File: config.mk
export PLATFORM = sky130hd
export DESIGN_NAME = adder_tree_sum
export DESIGN_NICKNAME = d
export VERILOG_FILES = /design/src/rtl/adder_tree_sum.sv
export SDC_FILE = /design/constraint.sdc
export NUM_CORES = 1
export LEC_CHECK = 0
export ABC_CLOCK_PERIOD_IN_PS = 5700
export BUFFER_PORTS_ARGS = -buffer_cell sky130_fd_sc_hd__buf_2
export CAP_MARGIN = 20
export CORE_MARGIN = 2
export CORE_UTILIZATION = 56
export DETAILED_ROUTE_END_ITERATION = 12
export GPL_TIMING_DRIVEN = 1
export PLACE_DENSITY_LB_ADDON = 0.2
export RECOVER_POWER = 25
export SKIP_LAST_GASP = 1
export SLEW_MARGIN = 10
export SYNTH_ARGS = -nofsm -noshare
export SYNTH_HDL_FRONTEND = slang
export SYNTH_SLANG_ARGS = --single-unit
File: constraint.sdc
create_clock -name i_clk -period 5.7 [get_ports i_clk]
set_clock_uncertainty 0.1 [all_clocks]
set_input_delay 0.855 -clock i_clk [delete_from_list [all_inputs] [get_ports i_clk]]
set_output_delay 0.855 -clock i_clk [all_outputs]
set_load 0.01 [all_outputs]
File: src/rtl/adder_tree_sum.sv
// Pipelined signed multi-operand adder for the FFT datapath.
// NUM operands of W bits are summed at full precision through a registered
// binary tree. The sum is then optionally scaled by a rounded arithmetic right
// shift and saturated or wrapped back to W bits. Valid and shift travel in
// lock-step with the data, and i_ce stalls every register.
module adder_tree_sum #(
  parameter int W         = 16,
  parameter int NUM       = 3,
  parameter int MAX_SHIFT = 4,
  parameter int SAT       = 1
) (
  input  logic                 i_clk,
  input  logic                 i_rst_n,
  input  logic                 i_ce,
  input  logic                 i_valid,
  input  logic [NUM*W-1:0]     i_data,
  input  logic [2:0]           i_shift,
  output logic                 o_valid,
  output logic signed [W-1:0]  o_sum,
  output logic                 o_ovf
);

  // Number of nodes present at tree level j (level 0 = the raw operands).
  function automatic int lvl_cnt(input int j);
    int n;
    n = NUM;
    for (int k = 0; k < j; k++) n = (n + 1) / 2;
    return n;
  endfunction

  // Index of the first node of level j in the flattened node list.
  function automatic int lvl_off(input int j);
    int o;
    o = 0;
    for (int k = 0; k < j; k++) o += lvl_cnt(k);
    return o;
  endfunction

  localparam int L    = $clog2(NUM);
  localparam int GW   = W + L;
  localparam int TOT  = lvl_off(L + 1);
  localparam int NREG = TOT - NUM;
  localparam logic [2:0] MS = 3'(MAX_SHIFT);

  if (NUM < 2 || NUM > 8 || MAX_SHIFT < 0 || MAX_SHIFT > 7) begin : g_bad_param
    $error("adder_tree_sum: NUM must be 2..8 and MAX_SHIFT 0..7");
  end

  // Rounded (half up) arithmetic right shift, evaluated one bit wider than
  // the tree so the rounding bias can never overflow.
  function automatic logic signed [GW:0] round_shift(input logic signed [GW-1:0] x,
                                                     input logic [2:0] s);
    logic signed [GW:0] xe;
    logic signed [GW:0] bias;
    xe   = (GW+1)'(x);
    bias = ((GW+1)'(1) << s) >> 1;
    return (xe + bias) >>> s;
  endfunction

  // Reduce to W bits: returns {overflow, value}. Out-of-range results clamp
  // to the nearest extreme when SAT=1, otherwise keep the low W bits.
  function automatic logic [W:0] clip(input logic signed [GW:0] r);
    logic fits;
    fits = (r[GW:W-1] == {(GW-W+2){r[W-1]}});
    if (fits || SAT == 0) return {~fits, r[W-1:0]};
    return {1'b1, (r[GW] ? {1'b1, {(W-1){1'b0}}} : {1'b0, {(W-1){1'b1}}})};
  endfunction

  logic signed [GW-1:0] node   [TOT];
  logic signed [GW-1:0] tree_p [NREG];
  logic [L-1:0]         vld_p;
  logic [2:0]           shf_p  [L];
  logic [2:0]           sh_in;
  logic signed [GW:0]   rnd;
  logic [W:0]           fin;

  assign sh_in = (i_shift > MS) ? MS : i_shift;

  // Flatten sign-extended operands and registered tree levels into one list.
  always_comb begin
    for (int k = 0; k < NUM; k++) node[k] = GW'($signed(i_data[k*W +: W]));
    for (int k = 0; k < NREG; k++) node[NUM+k] = tree_p[k];
  end

  // ---- tree levels 1..L: pairwise adds, odd leftover registered as-is ----
  for (genvar j = 1; j <= L; j++) begin : g_lvl
    for (genvar i = 0; i < lvl_cnt(j); i++) begin : g_node
      localparam int SRC = lvl_off(j-1) + 2*i;
      localparam int DST = lvl_off(j) - NUM + i;
      if (2*i + 1 < lvl_cnt(j-1)) begin : g_add
        // Sum of an adjacent pair from the previous level.
        always_ff @(posedge i_clk or negedge i_rst_n)
          if (!i_rst_n)  tree_p[DST] <= '0;
          else if (i_ce) tree_p[DST] <= node[SRC] + node[SRC+1];
      end else begin : g_pass
        // Unpaired node delayed one level to keep all paths equal.
        always_ff @(posedge i_clk or negedge i_rst_n)
          if (!i_rst_n)  tree_p[DST] <= '0;
          else if (i_ce) tree_p[DST] <= node[SRC];
      end
    end
  end

  // Valid flag and clamped shift follow the data through the tree levels.
  always_ff @(posedge i_clk or negedge i_rst_n)
    if (!i_rst_n) begin
      vld_p <= '0;
      for (int k = 0; k < L; k++) shf_p[k] <= '0;
    end else if (i_ce) begin
      vld_p[0] <= i_valid;
      shf_p[0] <= sh_in;
      for (int k = 1; k < L; k++) begin
        vld_p[k] <= vld_p[k-1];
        shf_p[k] <= shf_p[k-1];
      end
    end

  // ---- final stage: scale, saturate/wrap, register outputs ----
  assign rnd = round_shift(node[TOT-1], shf_p[L-1]);
  assign fin = clip(rnd);

  // Output register; holds the presented sample across a stall.
  always_ff @(posedge i_clk or negedge i_rst_n)
    if (!i_rst_n) begin
      o_valid <= 1'b0;
      o_sum   <= '0;
      o_ovf   <= 1'b0;
    end else if (i_ce) begin
      o_valid <= vld_p[L-1];
      o_sum   <= fin[W-1:0];
      o_ovf   <= fin[W];
    end

endmodule

==> run metrics, run 1 <==
status=finished with violations; failing checks=capacitance limit, slew limit; ANT cells=0; commonest cells in the netlist=dfrtp_1, mux2_2, nor2_1; Synth area leader=dfrtp_1; P_leak=approximately 2.9 nW; Final Hold Vio Count=0; First-pass DRT Iterations=6; CP max FO=47; worst vdd ir=0.000171 V; Slew Limit Fails=between 40 and 50; P&R area growth vs syn=11.0%; cts hold-fix bufs=0; Detailed Route Iter0 Violations=about 340; Slew HR=-0.346; top post-synthesis cells by area=dfrtp_1, mux2_2, ha_1; maxcap violations=1; RSZ-0062 raised after global routing=false; Design Power=between 2 and 3 mW; pwr dens=about 410 nW/um2; first-pass GRT wire length=~23 mm; Reg2Reg Setup Slack=1.55 ns; Initial Util=0.581; clock tree buffer depth=2; min Tclk post-route=around 4.2 ns; die width=between 100 and 150 um; CTS root buffer=clkbuf_8; row count=37; Final nets=~800; crit end category=register; average size of a mapped cell=9.49 um2; GRT Total Usage=0.248; initial antenna violation count=0; Vias=5105; layout cell share with drive strength beyond 1=0.259; crit path launch type=input pin; Core Area=10400 um2; RD Place Congestion=between 0.8 and 0.9; FILL cells=a little under 900; Post-Route Setup TNS=0 ns; number of global-route vias before repair=5007; largest net degree at the start of global routing=78; die area=~12000 um2; FMAX=about 0.24 GHz; DRT Wirelength=roughly 13 mm; Post-DP HPWL=9.84 mm; number of synthesized register bits=slightly below 80; Skew-Pair Late Insertion Delay=roughly 0.36 ns; setup bufs post-CTS=0; clock transition at the registers of the reported paths=approximately 0.08 ns; placed cell count=between 800 and 900; Mapped Area=between 6000 and 7000 um2; post-route cell area=around 6700 um2; CTS resizes=0; Post-synth top flop=dfrtp_1; Yosys Warn Count=0; worst path arrival time=about 4.3 ns; Remaining DRCs=0; fin cells=approximately 830; final clock period utilization by the worst path=0.744; I/O pins=73; syn nets=~740; Post-Syn Instances=638; cts bufs inserted=9; CTS tree=built; vias per cell=between 6 and 7; # port buffers=72; post-synthesis cell type count=81; H-tree Lvls=3; EDFF count, synth=0; GRT overflow=0; Area after DPL=6460 um2; Clock Sinks=slightly below 80; HP Class=register to register; worst-margin pin slew=2.02 ns; sequential area share after synthesis=0.318; top-area cell type share of the netlist area=0.318; worst hold margin=roughly 0.40 ns; CP Class=input pin to register; Crit path required time=roughly 5.8 ns; ANT nets after route=0; fraction of registers with async set/reset=1.00; final setup violation count=0; WL per Instance=about 16 um; Die Ht=approximately 110 um; count leader, synth=dfrtp_1
[sequential cells by signal, summed over array words and instances, names as in the netlist]
name and cells:
shf_p 6, vld_p 2, o_ovf 1, o_sum 16, node 51, o_valid 1
[worst max-delay path, stage by stage]
cell	delay [ns]
clkbuf_1	1.41
clkinv_1	1.05
nor2_2	0.81
a31oi_1	0.18
[path summary, 6_finish.rpt]
| check | startpoint | end | depth (start not counted) |
|---|---|---|---|
| max | i_ce | o_sum[4]$_DFFE_PN0P_ | 4 |
| min reg2reg | node[48]$_DFFE_PN0P_ | node[48]$_DFFE_PN0P_ | 1 |
| min in group asynchronous | i_rst_n | node[18]$_DFFE_PN0P_ | 1 |
| max reg2reg | shf_p[2]$_DFFE_PN0P_ | o_sum[12]$_DFFE_PN0P_ | 12 |
| min | node[48]$_DFFE_PN0P_ | node[48]$_DFFE_PN0P_ | 1 |
| max in group asynchronous | i_rst_n | node[25]$_DFFE_PN0P_ | 1 |
[area by class of cell]
cell class | instances | area, um2 | share of cell area
multi-input cells | 497 | 3860 | 0.574
well taps | 136 | 170 | 0.0253
repair buffers | 77 | 399 | 0.0594
clock buffers | 13 | 169 | 0.0251
clock inverters | 3 | 90.1 | 0.0134
inverters | 28 | 105 | 0.0156
flip-flops and latches | 77 | 1930 | 0.287
[cell families after synthesis]
| logic type | count (synthesis) | share of synthesized area |
|---|---|---|
| DFF | 77 | 0.318 |
| and+or+nand+nor | 163 | 0.136 |
| AOI/OAI and AO/OA | 197 | 0.245 |
| buffers and inverters | 64 | 0.0444 |
| muxes | 64 | 0.119 |
| xor gates and xnor gates | 30 | 0.0434 |
| adders and majority gates | 43 | 0.0926 |
[power breakdown]
part	leakage, nW	total (mW)	internal [mW]	switching [mW]
registers	0.901	0.873	0.708	0.165
logic	1.89	1.34	0.598	0.745
clock network	0.130	0.533	0.327	0.205
total	2.92	2.75	1.63	1.12
[placed cells by master (no fill, tap or decap), types with 7 or more instances in the layout]
cell type   n
nor2_1     46
o21ai_0    31
a21oi_1    33
buf_2      70
or2_2       7
nor2b_1    10
xnor2_1    17
o21a_1     10
dfrtp_1    77
a211oi_1    7
clkbuf_8   12
nand2_1    28
ha_1       40
a21o_1     19
a31oi_1    13
mux2_2     46
nand3_1    19
nor3_1     23
mux2i_1    16
o31ai_1     7
inv_1      27
xor2_1     13
[metal layers]
metal	up-vias	wire [um]	global-route usage
met5	-	0	0
met4	0	251	0.0788
met3	27	719	0.0434
met2	167	6700	0.432
met1	2422	5750	0.313
li1	2489	-	-
[stage by stage]
| step | utilization | setup WS, ns |
|---|---|---|
| 6_report | 0.645 | 1.46 |
| 5_1_grt | 0.645 | 1.00 |
| 4_1_cts | 0.645 | 1.56 |
| 3_5_place_dp | 0.620 | 1.59 |
| 3_3_place_gp | 0.620 | 1.73 |
| 2_1_floorplan | - | 1.64 |
(Power assumes the default switching activity.)
==> inputs of run 2 (changes only) <==
--- a/config.mk
+++ b/config.mk
@@ -5,11 +5,11 @@
 export SDC_FILE = /design/constraint.sdc
 export NUM_CORES = 1
 export LEC_CHECK = 0
-export ABC_CLOCK_PERIOD_IN_PS = 5700
+export ABC_CLOCK_PERIOD_IN_PS = 3800
 export BUFFER_PORTS_ARGS = -buffer_cell sky130_fd_sc_hd__buf_2
 export CAP_MARGIN = 20
 export CORE_MARGIN = 2
-export CORE_UTILIZATION = 56
+export CORE_UTILIZATION = 54
 export DETAILED_ROUTE_END_ITERATION = 12
 export GPL_TIMING_DRIVEN = 1
 export PLACE_DENSITY_LB_ADDON = 0.2
==> constraint.sdc (replaced) <==
create_clock -name i_clk -period 3.8 [get_ports i_clk]
set_clock_uncertainty 0.1 [all_clocks]
set_input_delay 0.57 -clock i_clk [delete_from_list [all_inputs] [get_ports i_clk]]
set_output_delay 0.57 -clock i_clk [all_outputs]
set_load 0.01 [all_outputs]
==> run 2 against run 1 <==
Compared with the run above: the flow still finishes with violations (capacitance limit, slew limit); register-to-register slack got worse by 1.3 ns; non-clock buffer count up 13; die area rose by 3.6%; design area rose by 0.89%; clock power increased by 21%; worst hold slack got worse by 0.087 ns; wire length is 6.9% higher; sequential power is 50% higher; largest cell class unchanged.
==> run metrics, run 2 (same netlist as run 1, synthesis figures left out) <==
status=finished with violations; failing checks=capacitance limit, slew limit; commonest non-fill, non-tap cell in the layout=dfrtp_1; Detailed Route Iter0 Violations=225 (-33%); DRT Wirelength=14.3 mm (+6.9%); GRT overflow=0 (unchanged); Final nets=801 (+1.6%); clock share of power=0.160 (-0.034); maxcap violations=1 (unchanged); vias per cell=6.10 (-0.68%); WL per Instance=16.9 um (+4.9%); Initial Util=0.556 (-0.0252); cts bufs inserted=9 (unchanged); ANT cells=0 (unchanged); Post-DP HPWL=10.8 mm (+9.4%); Crit path required time=3.96 ns (-1.84 ns); CP max FO=12 (-74%); Remaining DRCs=0 (unchanged); HP Class=input pin to register; RD Place Congestion=0.914 (+4.9%); Slew Limit Fails=63 (+31%); sequential power share=0.325 (+0.007); row count=38 (+2.7%); ANT nets after route=0 (unchanged); worst-margin pin slew=1.53 ns (-0.490 ns); P_sw=1.70 mW (+53%); die area=12100 um2 (+3.6%); Post-Route Setup TNS=0 ns (unchanged); largest net degree at the start of global routing=78 (unchanged); initial antenna violation count=0 (unchanged); H-tree Lvls=3 (unchanged); Core Area=10900 um2 (+4.5%); min Tclk post-route=3.58 ns; Slew HR=-0.0194 (+0.327); First-pass DRT Iterations=5 (-1); Vias=5168 (+1.2%); final setup violation count=0 (unchanged); P&R area growth vs syn=12.0%; clock tree buffer depth=2 (unchanged); crit end category=register; worst hold margin=0.311 ns (-0.0873 ns); worst path arrival time=3.74 ns (-0.60 ns); Comb pwr share=0.515 (+0.026); CTS root buffer=clkbuf_8; RSZ-0062 raised after global routing=false; die width=110 um (+1.8%); first-pass GRT wire length=24.3 mm (+4.7%); Skew-Pair Late Insertion Delay=0.37 ns (about the same); number of global-route vias before repair=5041 (+0.68%); Int Pwr=2.34 mW (+43%); Clock Sinks=77 (unchanged); Die Ht=110 um (+1.8%); clock transition at the registers of the reported paths=0.08 ns (about the same); FMAX=0.279 GHz; pwr dens=596 nW/um2 (+46%); worst vdd ir=0.000254 V (+49%); CP Class=register to register; I/O pins=73 (unchanged); crit path launch type=register; most frequent cells in the layout=dfrtp_1, buf_2, nor2_1, mux2_2, ha_1; # port buffers=72 (unchanged); P_leak=2.96 nW (+1.2%); CTS tree=built; switch share=0.422 (+0.0161); GRT Total Usage=0.257 (+0.00936); layout cell share with drive strength beyond 1=0.273 (+0.0140); Final Hold Vio Count=0 (unchanged); final clock period utilization by the worst path=0.942; max FFs per register=51 (unchanged)
[run 2: cell count changes in the layout (fill, tap and decap cells not counted), sizes merged]
cell         before  now
dlygate4sd3       0    1
bufinv            3    1
buf              76   86
clkinvlp          0    1
clkinv            1    3
[run 2: critical path, stage by stage (launching register included)]
cell and delay, ns:
dfrtp_1 0.50, inv_1 0.12, nor3_1 0.20, ha_1 0.32, nor2b_4 0.17, o31ai_2 0.43, a311oi_4 0.22, a311oi_1 0.46
a311oi_2 0.14, o21ai_4 0.41, nor2_1 0.10, o32ai_1 0.30
[run 2: repair_timing]
action                                  CTS  global route
resized for setup                         0             3
endpoints found under the hold margin     0            15
hold buffers                              0             1
endpoints found under the setup margin    0            15
buffers inserted                          0             0
[run 2: cell type report]
cell class	count	area, um2
clock buffer	11	151
clock inverter	4	47.5
fill	949	4110
inverter	28	105
multi-input combinational	497	3880
sequential	77	1930
tap	140	175
timing repair buffer	90	493
[run 2: layer usage]
layer	routed length, um	vias to the layer above	global-route usage
met5	0	-	0
met4	506	0	0.122
met3	523	32	0.0279
met2	7020	131	0.442
met1	6290	2488	0.322
li1	-	2517	-
[run 2: path summary, 6_finish.rpt]
kind,startpoint,end,slack [ns],cells after the start
max,shf_p[1]$_DFFE_PN0P_,o_sum[11]$_DFFE_PN0P_,0.22,11
min,i_data[33],node[19]$_DFFE_PN0P_,0.31,3
max reg2reg,shf_p[1]$_DFFE_PN0P_,o_sum[11]$_DFFE_PN0P_,0.22,11
min reg2reg,node[48]$_DFFE_PN0P_,node[48]$_DFFE_PN0P_,0.39,1
max in group asynchronous,i_rst_n,node[23]$_DFFE_PN0P_,0.89,3
min in group asynchronous,i_rst_n,node[19]$_DFFE_PN0P_,0.71,2
[run 2: metrics by stage]
stage	setup slack [ns]	utilization	area, um2	std cells	total power [mW]
detailed placement	0.135	0.602	6560	830	3.38
floorplan	0.00535	-	6060	638	2.86
global placement	0.245	0.602	6560	830	3.32
CTS	0.114	0.620	6760	845	4.04
global route	0.0300	0.623	6780	847	4.36
finish	0.221	0.623	6780	847	4.04
[run 2: power groups by stage]
stage	clock network, mW	logic (mW)	registers [mW]
after floorplan	0	1.61	1.25
after global placement	0	2.00	1.32
after detailed placement	0	2.05	1.33
after CTS	0.657	2.06	1.32
after global routing	0.687	2.32	1.36
final	0.646	2.08	1.31
==> inputs of run 3 (changes only) <==
--- a/config.mk
+++ b/config.mk
@@ -5,7 +5,7 @@
 export SDC_FILE = /design/constraint.sdc
 export NUM_CORES = 1
 export LEC_CHECK = 0
-export ABC_CLOCK_PERIOD_IN_PS = 3800
+export ABC_CLOCK_PERIOD_IN_PS = 2900
 export BUFFER_PORTS_ARGS = -buffer_cell sky130_fd_sc_hd__buf_2
 export CAP_MARGIN = 20
 export CORE_MARGIN = 2
==> constraint.sdc (replaced) <==
create_clock -name i_clk -period 2.9 [get_ports i_clk]
set_clock_uncertainty 0.1 [all_clocks]
set_input_delay 0.435 -clock i_clk [delete_from_list [all_inputs] [get_ports i_clk]]
set_output_delay 0.435 -clock i_clk [all_outputs]
set_load 0.01 [all_outputs]
==> run 3 against run 2 <==
Compared with the run above: the run ends with capacitance limit, slew limit, setup timing left; first-iteration DRC count grew 25%; core utilization up 6.7 points; sequential share of layout area decreased by 2.7 points; global-route usage is 3.0 points higher; non-clock buffer count is 65 higher; die area unchanged; final cell count rose by 7.7%; clock power grew 53%; via count is 8.6% higher; sequential power up 27%; critical path depth rose by 3; total power grew 52%.
==> run metrics, run 3 (same netlist as run 1, synthesis figures left out) <==
RD Place Congestion=0.987 (+8.0%); GRT overflow=0 (unchanged); ANT nets after route=0 (unchanged); failing checks=capacitance limit, slew limit, setup timing; pwr dens=817 nW/um2 (+37%); row count=38 (unchanged); First-pass DRT Iterations=6 (+1); P_leak=3.33 nW (+13%); worst vdd ir=0.000370 V (+45%); Final nets=866 (+8.1%); first-pass GRT wire length=26.8 mm (+10%); Initial Util=0.556 (unchanged); Skew-Pair Late Insertion Delay=0.37 ns (about the same); clock tree buffer depth=2 (unchanged); Metal-1 WL=6.91 mm (+9.7%); Int Pwr=3.62 mW (+55%); GRT Total Usage=0.287 (+0.0296); max FFs per register=51 (unchanged); status=finished with violations; # port buffers=72 (unchanged); die area=12100 um2 (unchanged); largest net degree at the start of global routing=78 (unchanged); multi-input logic area=4050 um2 (+4.4%); clock transition at the registers of the reported paths=0.09 ns (about the same); Remaining DRCs=0 (unchanged); layout cell share with drive strength beyond 1=0.370 (+0.0975); worst hold margin=0.164 ns (-0.146 ns); P_sw=2.51 mW (+47%); min Tclk post-route=3.29 ns (-0.286 ns); clock share of power=0.161 (about the same); CTS tree=built; met2 wire length=8.10 mm (+15%); switch share=0.410 (-0.0122); final setup violation count=16 (+16); maxcap violations=1 (unchanged); Die Ht=110 um (unchanged); I/O pins=73 (unchanged); commonest non-fill, non-tap cell in the layout=buf_4; FILL cells=870 (-8.3%); ANT cells=0 (unchanged); Storage cell area=1930 um2 (about the same); initial antenna violation count=0 (unchanged); H-tree Lvls=3 (unchanged); Slew Limit Fails=78 (+24%); RSZ-0062 raised after global routing=true; Slew HR=-0.276 (-0.257); final clock period utilization by the worst path=1.14 (+0.194); HP Class=input pin to register; crit path launch type=register; Detailed Route Iter0 Violations=281 (+25%); sequential power share=0.273 (-0.052); Final Hold Vio Count=0 (unchanged); DRT Wirelength=16.2 mm (+13%); cts bufs inserted=9 (unchanged); worst-margin pin slew=1.91 ns (+0.385 ns); crit end category=register; Comb pwr share=0.566 (+0.051); Core Area=10900 um2 (unchanged); vias per cell=6.15 (+0.85%); Crit path required time=3.04 ns (-0.92 ns); routed wl met3=809 um (+55%); worst path arrival time=3.43 ns (-0.31 ns); P&R area growth vs syn=24.0%; most frequent cells in the layout=buf_4, dfrtp_1, buf_2; Post-DP HPWL=12.1 mm (+12%); FMAX=0.304 GHz (+8.7%); number of global-route vias before repair=5542 (+9.9%); CTS root buffer=clkbuf_8; CP Class=register to register; CP max FO=6 (-6); WL per Instance=17.8 um (+5.1%); final setup margin=-0.393 ns (-0.614 ns); Max Used Layer=met4; Design Power=6.13 mW (+52%); Vias=5612 (+8.6%); cts hold-fix bufs=0 (unchanged); die width=110 um (unchanged); Clock Sinks=77 (unchanged)
## run 3: per-layer routing
| metal | GRT usage | vias to the layer above |
|---|---|---|
| met5 | 0 | - |
| met4 | 0.105 | 0 |
| met3 | 0.0522 | 40 |
| met2 | 0.496 | 170 |
| met1 | 0.356 | 2744 |
| li1 | - | 2658 |
## run 3: worst paths after layout
path	start	end	slack (ns)	cells after the start
setup / recovery	shf_p[1]$_DFFE_PN0P_	o_sum[12]$_DFFE_PN0P_	-0.39	14
hold / removal	i_data[33]	node[19]$_DFFE_PN0P_	0.16	3
setup reg to reg	shf_p[1]$_DFFE_PN0P_	o_sum[12]$_DFFE_PN0P_	-0.39	14
hold reg to reg	node[44]$_DFFE_PN0P_	node[44]$_DFFE_PN0P_	0.40	1
max in group asynchronous	i_rst_n	shf_p[2]$_DFFE_PN0P_	0.93	1
min in group asynchronous	i_rst_n	node[40]$_DFFE_PN0P_	0.49	1
## run 3: repair_timing
action                     4_1_cts  5_1_grt
setup endpoints to repair       16       19
resized for setup               19       15
pin swaps                        5        6
buffers inserted                 6        1
hold endpoints to repair         0        0
## run 3: area by class of cell
| cell class | count | area share |
|---|---|---|
| Tap cell | 140 | 0.0233 |
| Timing Repair Buffer | 155 | 0.135 |
| Inverter | 28 | 0.0143 |
| Sequential cell | 77 | 0.257 |
| Multi-Input combinational cell | 497 | 0.539 |
| Clock inverter | 6 | 0.0150 |
| Clock buffer | 9 | 0.0165 |
## run 3: worst max-delay path, cell delays in order (launching register included)
cell       delay, ns
dfrtp_1         0.43
nor3_2          0.21
ha_2            0.21
inv_2           0.04
fa_2            0.41
nor2b_4         0.17
o31ai_4         0.12
a311oi_4        0.31
buf_4           0.22
a2bb2oi_1       0.07
o211ai_1        0.32
buf_4           0.18
o21ai_0         0.08
o221ai_1        0.19
a21oi_1         0.09
## run 3: per-stage QoR
| step | worst slack, ns | cell area, um2 | setup TNS, ns | cells | util |
|---|---|---|---|---|---|
| 2_1_floorplan | -0.673 | 6130 | -9.87 | 638 | - |
| 3_3_place_gp | -0.421 | 7060 | -6.03 | 890 | 0.648 |
| 3_5_place_dp | -0.521 | 7060 | -7.66 | 890 | 0.648 |
| 4_1_cts | -0.385 | 7420 | -5.28 | 911 | 0.682 |
| 5_1_grt | -0.561 | 7500 | -7.95 | 912 | 0.689 |
| 6_report | -0.393 | 7500 | -5.35 | 912 | 0.689 |
## run 3: power groups by stage
stage | clock (mW) | combinational (mW) | sequential, mW
6_report | 0.989 | 3.47 | 1.67
5_1_grt | 1.05 | 3.78 | 1.72
4_1_cts | 0.998 | 3.36 | 1.67
3_5_place_dp | 0 | 3.23 | 1.69
3_3_place_gp | 0 | 3.13 | 1.67
2_1_floorplan | 0 | 2.14 | 1.64
